### config.mk
export PLATFORM = sky130hd
export DESIGN_NAME = fifo_mul_consumer
export DESIGN_NICKNAME = d
export VERILOG_FILES = /design/src/rtl/fifo_mul_consumer_pkg.sv /design/src/rtl/fifo_mul_consumer.sv
export SDC_FILE = /design/constraint.sdc
export NUM_CORES = 1
export LEC_CHECK = 0
export BUFFER_PORTS_ARGS = -buffer_cell sky130_fd_sc_hd__buf_2
export CORE_MARGIN = 5
export CORE_UTILIZATION = 40
export CTS_CLUSTER_DIAMETER = 150
export CTS_CLUSTER_SIZE = 25
export DETAILED_ROUTE_END_ITERATION = 8
export PLACE_DENSITY = 0.56
export SLEW_MARGIN = 10
export SYNTH_ARGS = -nofsm -noshare
export SYNTH_HDL_FRONTEND = slang
export SYNTH_SLANG_ARGS = --single-unit
### constraint.sdc
create_clock -name clk -period 2.7 [get_ports clk]
set_input_delay 0.27 -clock clk [delete_from_list [all_inputs] [get_ports clk]]
set_output_delay 0.27 -clock clk [all_outputs]
set_load 0.02 [all_outputs]
### src/rtl/fifo_mul_consumer_pkg.sv
// rtl/fifo_mul_consumer_pkg.sv - shared types and default widths for the FIFO multiply consumer
//
// Purpose: FSM state encoding and default width constants shared by the
//          multiply consumer and anything that instantiates it.
// Contents: mul_state_t, MUL_DATA_LEN, MUL_OP_LEN.
package mul_pkg;

  typedef enum logic [1:0] {IDLE, LOAD, MUL, DONE} mul_state_t;

  localparam int MUL_DATA_LEN = 16;
  localparam int MUL_OP_LEN   = 8;

endpackage

### src/rtl/fifo_mul_consumer.sv
// rtl/fifo_mul_consumer.sv - FIFO read-side consumer with shift-add multiplier
//
// Purpose: pops one packed {a, b} word from the operand FIFO, multiplies
//          a*b (unsigned) with a fixed-latency radix-2 shift-add loop and
//          offers the product on a valid/ready port.
// Ports:
//   clk        in   FIFO read clock
//   reset_n    in   asynchronous active-low reset
//   fifo_data  in   FIFO read data, a = upper half, b = lower half
//   fifo_empty in   FIFO empty flag
//   fifo_rd_en out  pop request (only ever asserted in IDLE)
//   out_data   out  registered product
//   out_valid  out  product available
//   out_ready  in   downstream accepts product
//   busy       out  FSM is not in IDLE
module fifo_mul_consumer
  import mul_pkg::*;
#(
  parameter int DATA_LEN = MUL_DATA_LEN,
  parameter int OP_LEN   = DATA_LEN / 2,
  parameter int PROD_LEN = 2 * OP_LEN
) (
  input  logic                clk,
  input  logic                reset_n,
  input  logic [DATA_LEN-1:0] fifo_data,
  input  logic                fifo_empty,
  output logic                fifo_rd_en,
  output logic [PROD_LEN-1:0] out_data,
  output logic                out_valid,
  input  logic                out_ready,
  output logic                busy
);

  localparam int CNT_W = $clog2(OP_LEN + 1);

  mul_state_t          r_state;
  logic [PROD_LEN-1:0] r_acc;
  logic [PROD_LEN-1:0] r_mcand;
  logic [OP_LEN-1:0]   r_mplier;
  logic [CNT_W-1:0]    r_cnt;
  logic [PROD_LEN-1:0] r_out_data;

  logic [PROD_LEN-1:0] w_acc_next;
  logic                w_last_step;

  // One partial-product step; the final sum fits in PROD_LEN bits.
  assign w_acc_next  = r_mplier[0] ? (r_acc + r_mcand) : r_acc;
  assign w_last_step = (r_cnt == CNT_W'(1));

  // Gated by reset_n so no pop is requested while reset is held.
  assign fifo_rd_en = reset_n && (r_state == IDLE) && !fifo_empty;
  assign out_valid  = (r_state == DONE);
  assign busy       = (r_state != IDLE);
  assign out_data   = r_out_data;

  always_ff @(posedge clk or negedge reset_n) begin
    if (!reset_n) begin
      r_state    <= IDLE;
      r_acc      <= '0;
      r_mcand    <= '0;
      r_mplier   <= '0;
      r_cnt      <= '0;
      r_out_data <= '0;
    end else begin
      case (r_state)
        IDLE: begin
          if (!fifo_empty) begin
            r_state <= LOAD;
          end
        end
        LOAD: begin
          // FIFO read data is registered, so it is valid one cycle after the pop.
          r_mcand  <= {{(PROD_LEN - OP_LEN){1'b0}}, fifo_data[DATA_LEN-1:OP_LEN]};
          r_mplier <= fifo_data[OP_LEN-1:0];
          r_acc    <= '0;
          r_cnt    <= CNT_W'(OP_LEN);
          r_state  <= MUL;
        end
        MUL: begin
          r_acc    <= w_acc_next;
          r_mcand  <= r_mcand << 1;
          r_mplier <= r_mplier >> 1;
          r_cnt    <= r_cnt - CNT_W'(1);
          // Always runs OP_LEN steps; the result register only changes here,
          // so out_data holds steady through DONE and back-pressure.
          if (w_last_step) begin
            r_out_data <= w_acc_next;
            r_state    <= DONE;
          end
        end
        DONE: begin
          if (out_ready) begin
            r_state <= IDLE;
          end
        end
        default: r_state <= IDLE;
      endcase
    end
  end

endmodule

==> results.toml, run 1 <==
[pwr]
p_leak_nw = 1.93
ir_drop_v = 0.000769
p_per_area_mw_per_mm2 = 1190

[job]
cap_violations = 0

[clocking]
htree_levels = 3
cts_buffers = 9
clockBufferDepth = 2
cts_setup_buffers = 0
root_buffer = "clkbuf_8"
clk_pin_slew_ns = 0.08
clock-sinks = 62
cts_tree = "yes"
clock_latency_ns = 0.34

[worst_setup_path]
cp_common_cell = "a21oi_2"
crit_required_ns = 2.93
cp-start-kind = "flip-flop"
worstReg2RegStart = "r_acc[0]"
r2r_slack_ns = 0.19
slowest_delay_ns = 0.42
slowest_stage = "fa_1"
r2r_end = "out_data[14]"
crit_arrival_ns = 2.74
reg2reg_depth = 9
path_cells = "ha_1, fa_1, a21oi_2, a2bb2oi_2, a21oi_1, o31ai_2, a21oi_2, mux2i_1, a211o_1"
critPathCapture = "out_data[14]"
crit_fanout = 3
end_kind = "flip-flop"
cp-startpoint = "r_acc[0]"
path_class = "reg2reg"

[routing]
drtIter0Drc = 163
wl_per_cell_microns = 15.0
vias_per_cell = 5.32
wl_microns = 8410
drtPass1Iterations = 4
ant_nets = 0
vias = 2989
drc_errors = 0

[global_route]
grt_pass1_wl_microns = 14200
grt_pass1_vias = 2998
antenna_found_initial = 0
track_usage_pct = 15.8
grt_max_degree = 49
gr-total-overflow = 0

[sta]
setup_viol = 0
max_slew_margin_pct = 58.4
fin_setup_tns_ns = 0
drv_slew = 0
fin_crit_ns = 2.51
finalWorstSetupSlack_ns = 0.194
fmax_ghz = 0.399
hold_viol_final = 0
clock-skew-final_ns = 0.0102
worstMarginPinSlew_ns = 0.625
min_period_over_period_pct = 92.8

[cells_and_area]
syn_to_final_growth_pct = 13.1
fin_area_sq_mm = 0.00418
drive_above_1_share_pct = 17.7
layout.nets = 488
final_cells = 562
antenna_cells = 0

[min_path]
hold_class = "in2reg"
hold_depth = 2

[yosys]
synth_area_sq_mm = 0.00369
async_reset_ff_share_pct = 100
synth_edf_count = 0
syn_inst = 409
synth_xor_area_share_pct = 3.08
ys_warn_count = 0
synth_mux_area_share_pct = 5.15
synth-simple-area-share_pct = 13.1
synth-main-ff-cell = "dfrtp_1"
postSynthAreaPerCell_sq_um = 9.03
seq_area_frac_synth_pct = 42.0
synth-seq-cells = 62
yosysUniqueCellTypes = 52
synth_compound_area_share_pct = 22.5
synth_top_family_by_area = "compound AO/OA/AOI/OAI gates"
synthAdderAreaFrac_pct = 7.66
syn_nets = 451

[floorplanning]
start_util_pct = 40.5
die-height_microns = 106
die_area_sq_mm = 0.0113
ios = 39
num_rows = 35
die_x_microns = 106
core_area_sq_mm = 0.00911

[placed_design]
io_buffers = 38
pre_cts_ws_ns = 0.118
place_area_sq_mm = 0.00398
hpwl_microns = 6070
place_inst = 545
gp_congestion = 0.861

[status]
status = "completed"
==> repair_timing <==
action | CTS | global route
endpoints found under the hold margin | 15 | 0
gates resized for setup | 0 | 2
endpoints found under the setup margin | 0 | 4
hold buffers | 1 | 0
==> layer usage <==
metal  GRT usage, %  vias up  wire (microns)  share of wire, %
li1               -     1512               -                 -
met2           27.8       50            4210                50
met3           2.85       10             253               3.0
met1           19.2     1417            3830                45
met5              0        -               0                 0
met4           5.92        0             121               1.4
==> how the worst min path moves through the flow <==
stage | start | end | slack (ns)
6_report | fifo_data[7] | r_mplier[7] | 0.17
3_3_place_gp | reset_n | r_mcand[11] | 0.39
3_5_place_dp | reset_n | r_mcand[11] | 0.38
4_1_cts | fifo_data[7] | r_mplier[7] | 0.15
5_1_grt | fifo_data[7] | r_mplier[7] | 0.16
2_1_floorplan | reset_n | out_data[0] | -0.03
==> power breakdown <==
group	total (mW)	switching (mW)	internal, mW
sequential	1.48	0.235	1.25
combinational	2.74	1.69	1.04
clock	0.757	0.393	0.364
total	4.98	2.32	2.66
==> cells by family after synthesis <==
family	Yosys count
compound gates	132
simple gates	106
flops	62
fa+ha+maj	22
buf+inv	55
mux	19
xor+xnor	13
==> cells in the final DEF, fill, tap and decap left out, types with 2 or more instances in the layout <==
cell / instances
inv_6: 2
ha_1: 20
xor2_1: 5
nor3_1: 3
nor2b_1: 7
nand2b_1: 3
mux2i_1: 19
inv_1: 33
o21a_1: 5
clkbuf_8: 10
o21bai_1: 2
and2_1: 2
a211o_1: 2
a21oi_1: 43
dfrtp_1: 62
o22ai_1: 12
a31oi_1: 3
nand3_1: 17
clkinv_2: 2
o21ai_0: 37
nand2_1: 30
xnor2_1: 8
nor3b_1: 3
o2111ai_1: 2
clkinv_4: 2
nand3b_1: 2
a21bo_2: 2
buf_2: 38
nor2_1: 35
a31o_2: 3
buf_4: 9
a21oi_2: 4
==> area by class of cell <==
class	instances	area, sq um
clock buffers	10	138
clock inverters	6	45.0
fillers	903	4930
inverters	33	124
multi-input cells	292	1910
flip-flops and latches	62	1550
well taps	111	139
repair buffers	48	268
==> per-stage QoR <==
stage                     util [%]  power, mW  hold WS, ns
after global placement        43.6       4.18        0.391
after detailed placement      43.6       4.23        0.375
after global routing          45.9       5.41        0.164
after CTS                     45.8       5.01        0.151
final                         45.9       4.98        0.165
after floorplan                  -       3.63      -0.0256
==> worst max-delay path: cells and delay by family, from the launching register on <==
kind                       cells  cell delay, ns
DFF                            1            0.39
adders and majority gates      2            0.66
AOI/OAI and AO/OA              6            1.20
muxes                          1            0.14
==> cell usage after synthesis (all sizes together) (2+ instances only) <==
| cell | n | share of area, % |
|---|---|---|
| o21bai | 2 | 0.41 |
| buf | 7 | 1.7 |
| o2111ai | 2 | 0.47 |
| a21bo | 2 | 0.54 |
| a21oi | 48 | 7.1 |
| xnor2 | 8 | 1.9 |
| a31oi | 3 | 0.51 |
| nor2 | 35 | 3.6 |
| nor2b | 7 | 1.2 |
| nor3b | 3 | 0.61 |
| nand2b | 3 | 0.51 |
| a21o | 2 | 0.44 |
| o21a | 5 | 1.0 |
| o21ai | 38 | 5.1 |
| inv | 33 | 3.4 |
| and2 | 2 | 0.34 |
| a211o | 2 | 0.47 |
| nor3 | 3 | 0.41 |
| ha | 21 | 7.1 |
| mux2i | 19 | 5.1 |
| xor2 | 5 | 1.2 |
| dfrtp | 62 | 42 |
| nand3b | 2 | 0.41 |
| nand3 | 17 | 2.3 |
| nand2 | 30 | 3.0 |
| a31o | 3 | 0.71 |
| clkbuf | 15 | 1.5 |
| a2bb2oi | 2 | 0.47 |
| o22ai | 12 | 2.0 |
==> sequential cells by signal (all words and copies together) (netlist names) <==
name	flops
out_data	16
r_acc	16
r_cnt	4
r_mcand	16
r_mplier	8
r_state	2
(Power assumes the default switching activity.)
==> run 2: changes to the inputs <==
- ABC_AREA: unset -> 1
==> run 2 against run 1 <==
  * Power decreased by 8.4%
  * Area after synthesis decreased by 1.9%
  * Clock power increased by 11%
  * Core utilization increased by 1.2 points
  * Final area decreased by 1.4%
  * Critical path depth increased by 3
  * Critical endpoint is now out_data[10]
  * Largest cell class unchanged
  * Hold slack got worse by 0.038 ns
  * First-iteration DRC count decreased by 26%
  * Flip-flop and latch count unchanged
  * Combinational power decreased by 20%
  * Via count increased by 2.9%
==> results.toml, run 2 <==
[status]
status = "completed"

[pwr]
ir_drop_v = 0.000949
p_per_area_mw_per_mm2 = 1110
sw_frac_of_total_pct = 44.9
p_comb_share_pct = 47.8
cell_internal_pwr_mw = 2.51
switchingPower_mw = 2.05
finalPower_mw = 4.56
p_leak_nw = 2.24
p_seq_share_pct = 33.7
p_clk_share_pct = 18.5

[routing]
ant_nets = 0
drtPass1Iterations = 4
vias_per_cell = 4.87
vias = 3076
wl_per_cell_microns = 13.3
wl_microns = 8380
drtIter0Drc = 120
drc_errors = 0

[worst_setup_path]
cp-start-kind = "flip-flop"
path_class = "reg2reg"
end_kind = "flip-flop"
crit_required_ns = 2.93
crit_fanout = 3
worstReg2RegStart = "r_acc[0]"
reg2reg_depth = 12
crit_arrival_ns = 2.21
r2r_end = "out_data[10]"
r2r_slack_ns = 0.73

[global_route]
grt_pass1_wl_microns = 14400
grt_pass1_vias = 3008
antenna_found_initial = 0
grt_max_degree = 63
gr-total-overflow = 0
track_usage_pct = 16.3

[yosys]
yosysUniqueCellTypes = 31
synth-main-ff-cell = "dfrtp_1"
netlist_top_cells_area = "dfrtp_1 (43%), nand2_1 (17%), inv_1 (7.4%)"
ys_warn_count = 0
yosys-top-cells-count = "nand2_1 (161), inv_1 (71), dfrtp_1 (62)"
async_reset_ff_share_pct = 100
syn_nets = 520
postSynthAreaPerCell_sq_um = 7.58
synth-seq-cells = 62
synth_top_area_share_pct = 42.8
syn_inst = 478
seq_area_frac_synth_pct = 42.8
synth_area_sq_mm = 0.00362
yosysTopAreaCell = "dfrtp_1"
yosys.cell_count.top_type = "nand2_1"
synth_edf_count = 0

[clocking]
cts_buffers = 9
clock-sinks = 62
cts_hold_buf = 0
clockBufferDepth = 2
root_buffer = "clkbuf_8"
clk_pin_slew_ns = 0.07
cts_resized = 0
htree_levels = 3
cts_tree = "yes"
clock_latency_ns = 0.34
cts_setup_buffers = 0

[sta]
fin_setup_tns_ns = 0
max_slew_margin_pct = 30.1
hold_viol_final = 0
holdWs_ns = 0.127
drv_slew = 0
clock-skew-final_ns = 0.00534
rsz0062_at_grt = "no"
fin_crit_ns = 1.97
fmax_ghz = 0.507
worstMarginPinSlew_ns = 1.05
setup_viol = 0
min_period_over_period_pct = 73.0

[job]
cap_violations = 0

[min_path]
min_to = "r_mcand[2]"
min_from = "fifo_data[10]"
hold_class = "in2reg"
hold_depth = 3

[floorplanning]
die_area_sq_mm = 0.0111
core_area_sq_mm = 0.00876
die-height_microns = 105
die_x_microns = 105
num_rows = 34
ios = 39
start_util_pct = 41.4

[cells_and_area]
fin_area_sq_mm = 0.00412
drive_above_1_share_pct = 15.3
layout.nets = 560
antenna_cells = 0
utilization_pct = 47.0
layout_commonest_cell = "nand2_1"
syn_to_final_growth_pct = 13.7
final_cell_mix = "nand2_1 (161), inv_1 (71), dfrtp_1 (62)"

[placed_design]
hpwl_microns = 5880
io_buffers = 38
gp_congestion = 0.901
place_area_sq_mm = 0.00392
-- run 2: metal layers --
layer / vias to the layer above / global-route usage (%) / part of all wire, %
met5: - / 0 / 0
met1: 1405 / 23.6 / 50
met4: 0 / 6.58 / 2.2
met2: 51 / 23.4 / 44
li1: 1607 / - / -
met3: 13 / 3.51 / 3.6
-- run 2: power groups by stage --
stage               clock network (mW)  logic [mW]  registers, mW
floorplan                            0        1.63           1.54
global placement                     0        2.18           1.55
detailed placement                   0        2.21           1.56
CTS                              0.875        2.22           1.54
global route                     0.918        2.51           1.58
finish                           0.843        2.18           1.54
-- run 2: per-stage QoR --
stage / cells / setup slack [ns]
final: 631 / 0.728
after global routing: 631 / 0.545
after CTS: 631 / 0.724
after detailed placement: 615 / 0.755
after global placement: 615 / 0.794
after floorplan: 478 / 0.972
-- run 2: layout make-up --
class	instances	area, sq um
Clock buffer	12	145
Clock inverter	4	55.1
Fill cell	889	4640
Inverter	73	274
Multi-Input combinational cell	329	1730
Sequential cell	62	1550
Tap cell	108	135
Timing Repair Buffer	43	228
-- run 2: cells by family after synthesis --
kind of cell | share of synthesized area, %
AND/OR/NAND/NOR | 29.7
buffers and inverters | 9.42
flip-flops | 42.8
AO/OA/AOI/OAI | 9.08
adder cells (fa/ha/maj) | 7.80
XOR/XNOR | 1.21
-- run 2: worst max-delay path by stage --
stage / slack (ns) / startpoint / depth (start not counted) / to
after CTS: 0.72 / r_acc[0] / 12 / r_acc[14]
after detailed placement: 0.76 / r_acc[0] / 12 / r_acc[10]
final: 0.73 / r_acc[0] / 12 / out_data[10]
after floorplan: 0.97 / r_acc[0] / 11 / out_data[8]
after global placement: 0.79 / r_acc[0] / 12 / r_acc[10]
after global routing: 0.55 / r_acc[0] / 12 / r_acc[14]
-- run 2: critical path, stage by stage, from the launching register on --
cell and delay [ns]:
dfrtp_1 0.38, ha_1 0.23, fa_1 0.41, nand2_1 0.08, nand2_1 0.07, nand3b_1 0.10, nand2_1 0.13, nand2_1 0.10
nand2_1 0.05, nand2_1 0.05, nand3_1 0.08, nand3_1 0.12, nand2_1 0.06
==> run 3: changes to the inputs <==
- PLACE_DENSITY: 0.56 -> 0.58
- clock period: 2.7 -> 1.7 ns (I/O delays scaled with it)
==> run 3 against run 2 <==
  * Die area is the same
  * Routed wire length increased by 6.2%
  * The flow now finishes with violations (setup timing)
  * Maximum frequency increased by 9.6%
  * Setup slack lost 0.83 ns
  * Sequential power increased by 55%
  * Critical path depth stayed put
  * First-iteration DRC count shrank 20%
  * Final area rose by 14%
  * Cell count rose by 5.1%
  * Flip-flop and latch count unchanged
  * Sequential share of layout area is 4.7 points lower
  * Clock power rose by 55%
==> results.toml, run 3 (synthesis results as in run 2) <==
[pwr]
p_clk_share_pct = 15.9
ir_drop_v = 0.00126
p_leak_nw = 2.40
switchingPower_mw = 3.64
cell_internal_pwr_mw = 4.60
p_comb_share_pct = 55.1
p_per_area_mw_per_mm2 = 1750
p_seq_share_pct = 29.0
sw_frac_of_total_pct = 44.2

[floorplanning]
die_x_microns = 105
num_rows = 34
core_area_sq_mm = 0.00876
die-height_microns = 105
start_util_pct = 41.4
die_area_sq_mm = 0.0111
ios = 39

[routing]
vias_per_cell = 4.88
wl_microns = 8890
wl_per_cell_microns = 13.4
drtPass1Iterations = 4
ant_nets = 0
drtIter0Drc = 96
drc_errors = 0
vias = 3236

[clocking]
clk_pin_slew_ns = 0.08
clockBufferDepth = 2
cts_tree = "yes"
root_buffer = "clkbuf_8"
htree_levels = 3
clock_latency_ns = 0.34
clock-sinks = 62
cts_buffers = 9

[cells_and_area]
utilization_pct = 53.6
layout_commonest_cell = "nand2_1"
layout.nets = 592
syn_to_final_growth_pct = 29.7
antenna_cells = 0
final_cell_mix = "nand2_1 (143), inv_1 (69), dfrtp_1 (62)"
fin_area_sq_mm = 0.00470
final_cells = 663
drive_above_1_share_pct = 30.6

[sta]
worstMarginPinSlew_ns = 0.445
min_period_over_period_pct = 106
max_slew_margin_pct = 70.3
rsz0062_at_grt = "yes"
drv_slew = 0
fin_crit_ns = 1.80
setup_viol = 15
clock-skew-final_ns = 0.0127
fmax_ghz = 0.556
hold_viol_final = 0
finalWorstSetupSlack_ns = -0.0985

[placed_design]
io_buffers = 38
place_inst = 638
gp_congestion = 0.863
pre_cts_ws_ns = -0.143
place_area_sq_mm = 0.00411
hpwl_microns = 6240

[min_path]
min_from = "fifo_data[4]"
hold_class = "in2reg"
min_to = "r_mplier[4]"
hold_depth = 3

[status]
status = "finished with violations"
violations = "setup timing"

[global_route]
track_usage_pct = 16.8
grt_pass1_vias = 3176
gr-total-overflow = 0
grt_pass1_wl_microns = 15300
antenna_found_initial = 0
grt_max_degree = 63

[worst_setup_path]
crit_required_ns = 1.93
path_class = "reg2reg"
worstReg2RegStart = "r_acc[0]"
crit_arrival_ns = 2.03
reg2reg_depth = 12
r2r_end = "out_data[14]"
end_kind = "flip-flop"
cp-start-kind = "flip-flop"
crit_fanout = 3
r2r_slack_ns = -0.1

[job]
cap_violations = 0
run 3: cell count changes in the layout (fill, tap and decap cells not counted), moves of 3 or more:
cell,delta
buf_4,+29
ha_1,-13
ha_4,+12
nand2_1,-18
nand2_2,+18
nand3_1,-14
nand3_2,+14
o21ai_0,-3
o21ai_2,+3
run 3: per-layer routing:
metal | global-route usage [%] | part of all wire [%]
met1 | 23.8 | 49
met2 | 26.2 | 46
met5 | 0 | 0
met3 | 3.58 | 3.7
met4 | 3.84 | 0.99
run 3: through the flow:
stage | hold WS, ns | power (mW) | setup TNS [ns]
final | 0.0287 | 8.24 | -0.790
after global routing | 0.0171 | 9.00 | -2.89
after CTS | 0.0172 | 7.98 | -0.780
after detailed placement | 0.308 | 6.38 | -1.71
after global placement | 0.322 | 6.30 | -1.11
after floorplan | -0.126 | 5.03 | 0
run 3: critical path, cell delays in order, from the launching register on:
cell	delay (ns)
dfrtp_1	0.39
ha_2	0.20
fa_2	0.35
nand2_2	0.07
nand2_2	0.05
nand3b_1	0.11
nand2_2	0.09
nand2_2	0.08
nand2_2	0.06
nand2_2	0.06
nand3_2	0.09
nand3_2	0.09
nand2_1	0.04
run 3: how the worst max path moves through the flow:
stage	start	endpoint	cells after the start	slack, ns
floorplan	r_acc[0]	out_data[8]	11	0.02
global placement	r_acc[0]	r_acc[14]	12	-0.11
detailed placement	r_acc[0]	r_acc[14]	12	-0.14
CTS	r_acc[0]	out_data[10]	12	-0.09
global route	r_acc[0]	out_data[14]	12	-0.28
finish	r_acc[0]	out_data[14]	12	-0.1
run 3: repair_timing:
action	CTS	global route
endpoints found under the setup margin	22	31
hold buffers	1	0
endpoints found under the hold margin	62	0
setup buffers	5	3
resized for setup	25	35
pin swaps	3	11
run 3: power groups by stage:
| stage | registers, mW | clock network, mW | logic, mW |
|---|---|---|---|
| 3_5_place_dp | 2.34 | 0 | 4.04 |
| 2_1_floorplan | 2.44 | 0 | 2.59 |
| 3_3_place_gp | 2.34 | 0 | 3.97 |
| 4_1_cts | 2.36 | 1.35 | 4.27 |
| 5_1_grt | 2.46 | 1.41 | 5.12 |
| 6_report | 2.39 | 1.31 | 4.54 |
run 3: cell type report:
| class | instances | area, sq um |
|---|---|---|
| sequential | 62 | 1550 |
| tap | 108 | 135 |
| multi-input combinational | 329 | 2040 |
| clock buffer | 10 | 128 |
| timing repair buffer | 75 | 495 |
| clock inverter | 6 | 70.1 |
| fill | 814 | 4060 |
| inverter | 73 | 278 |
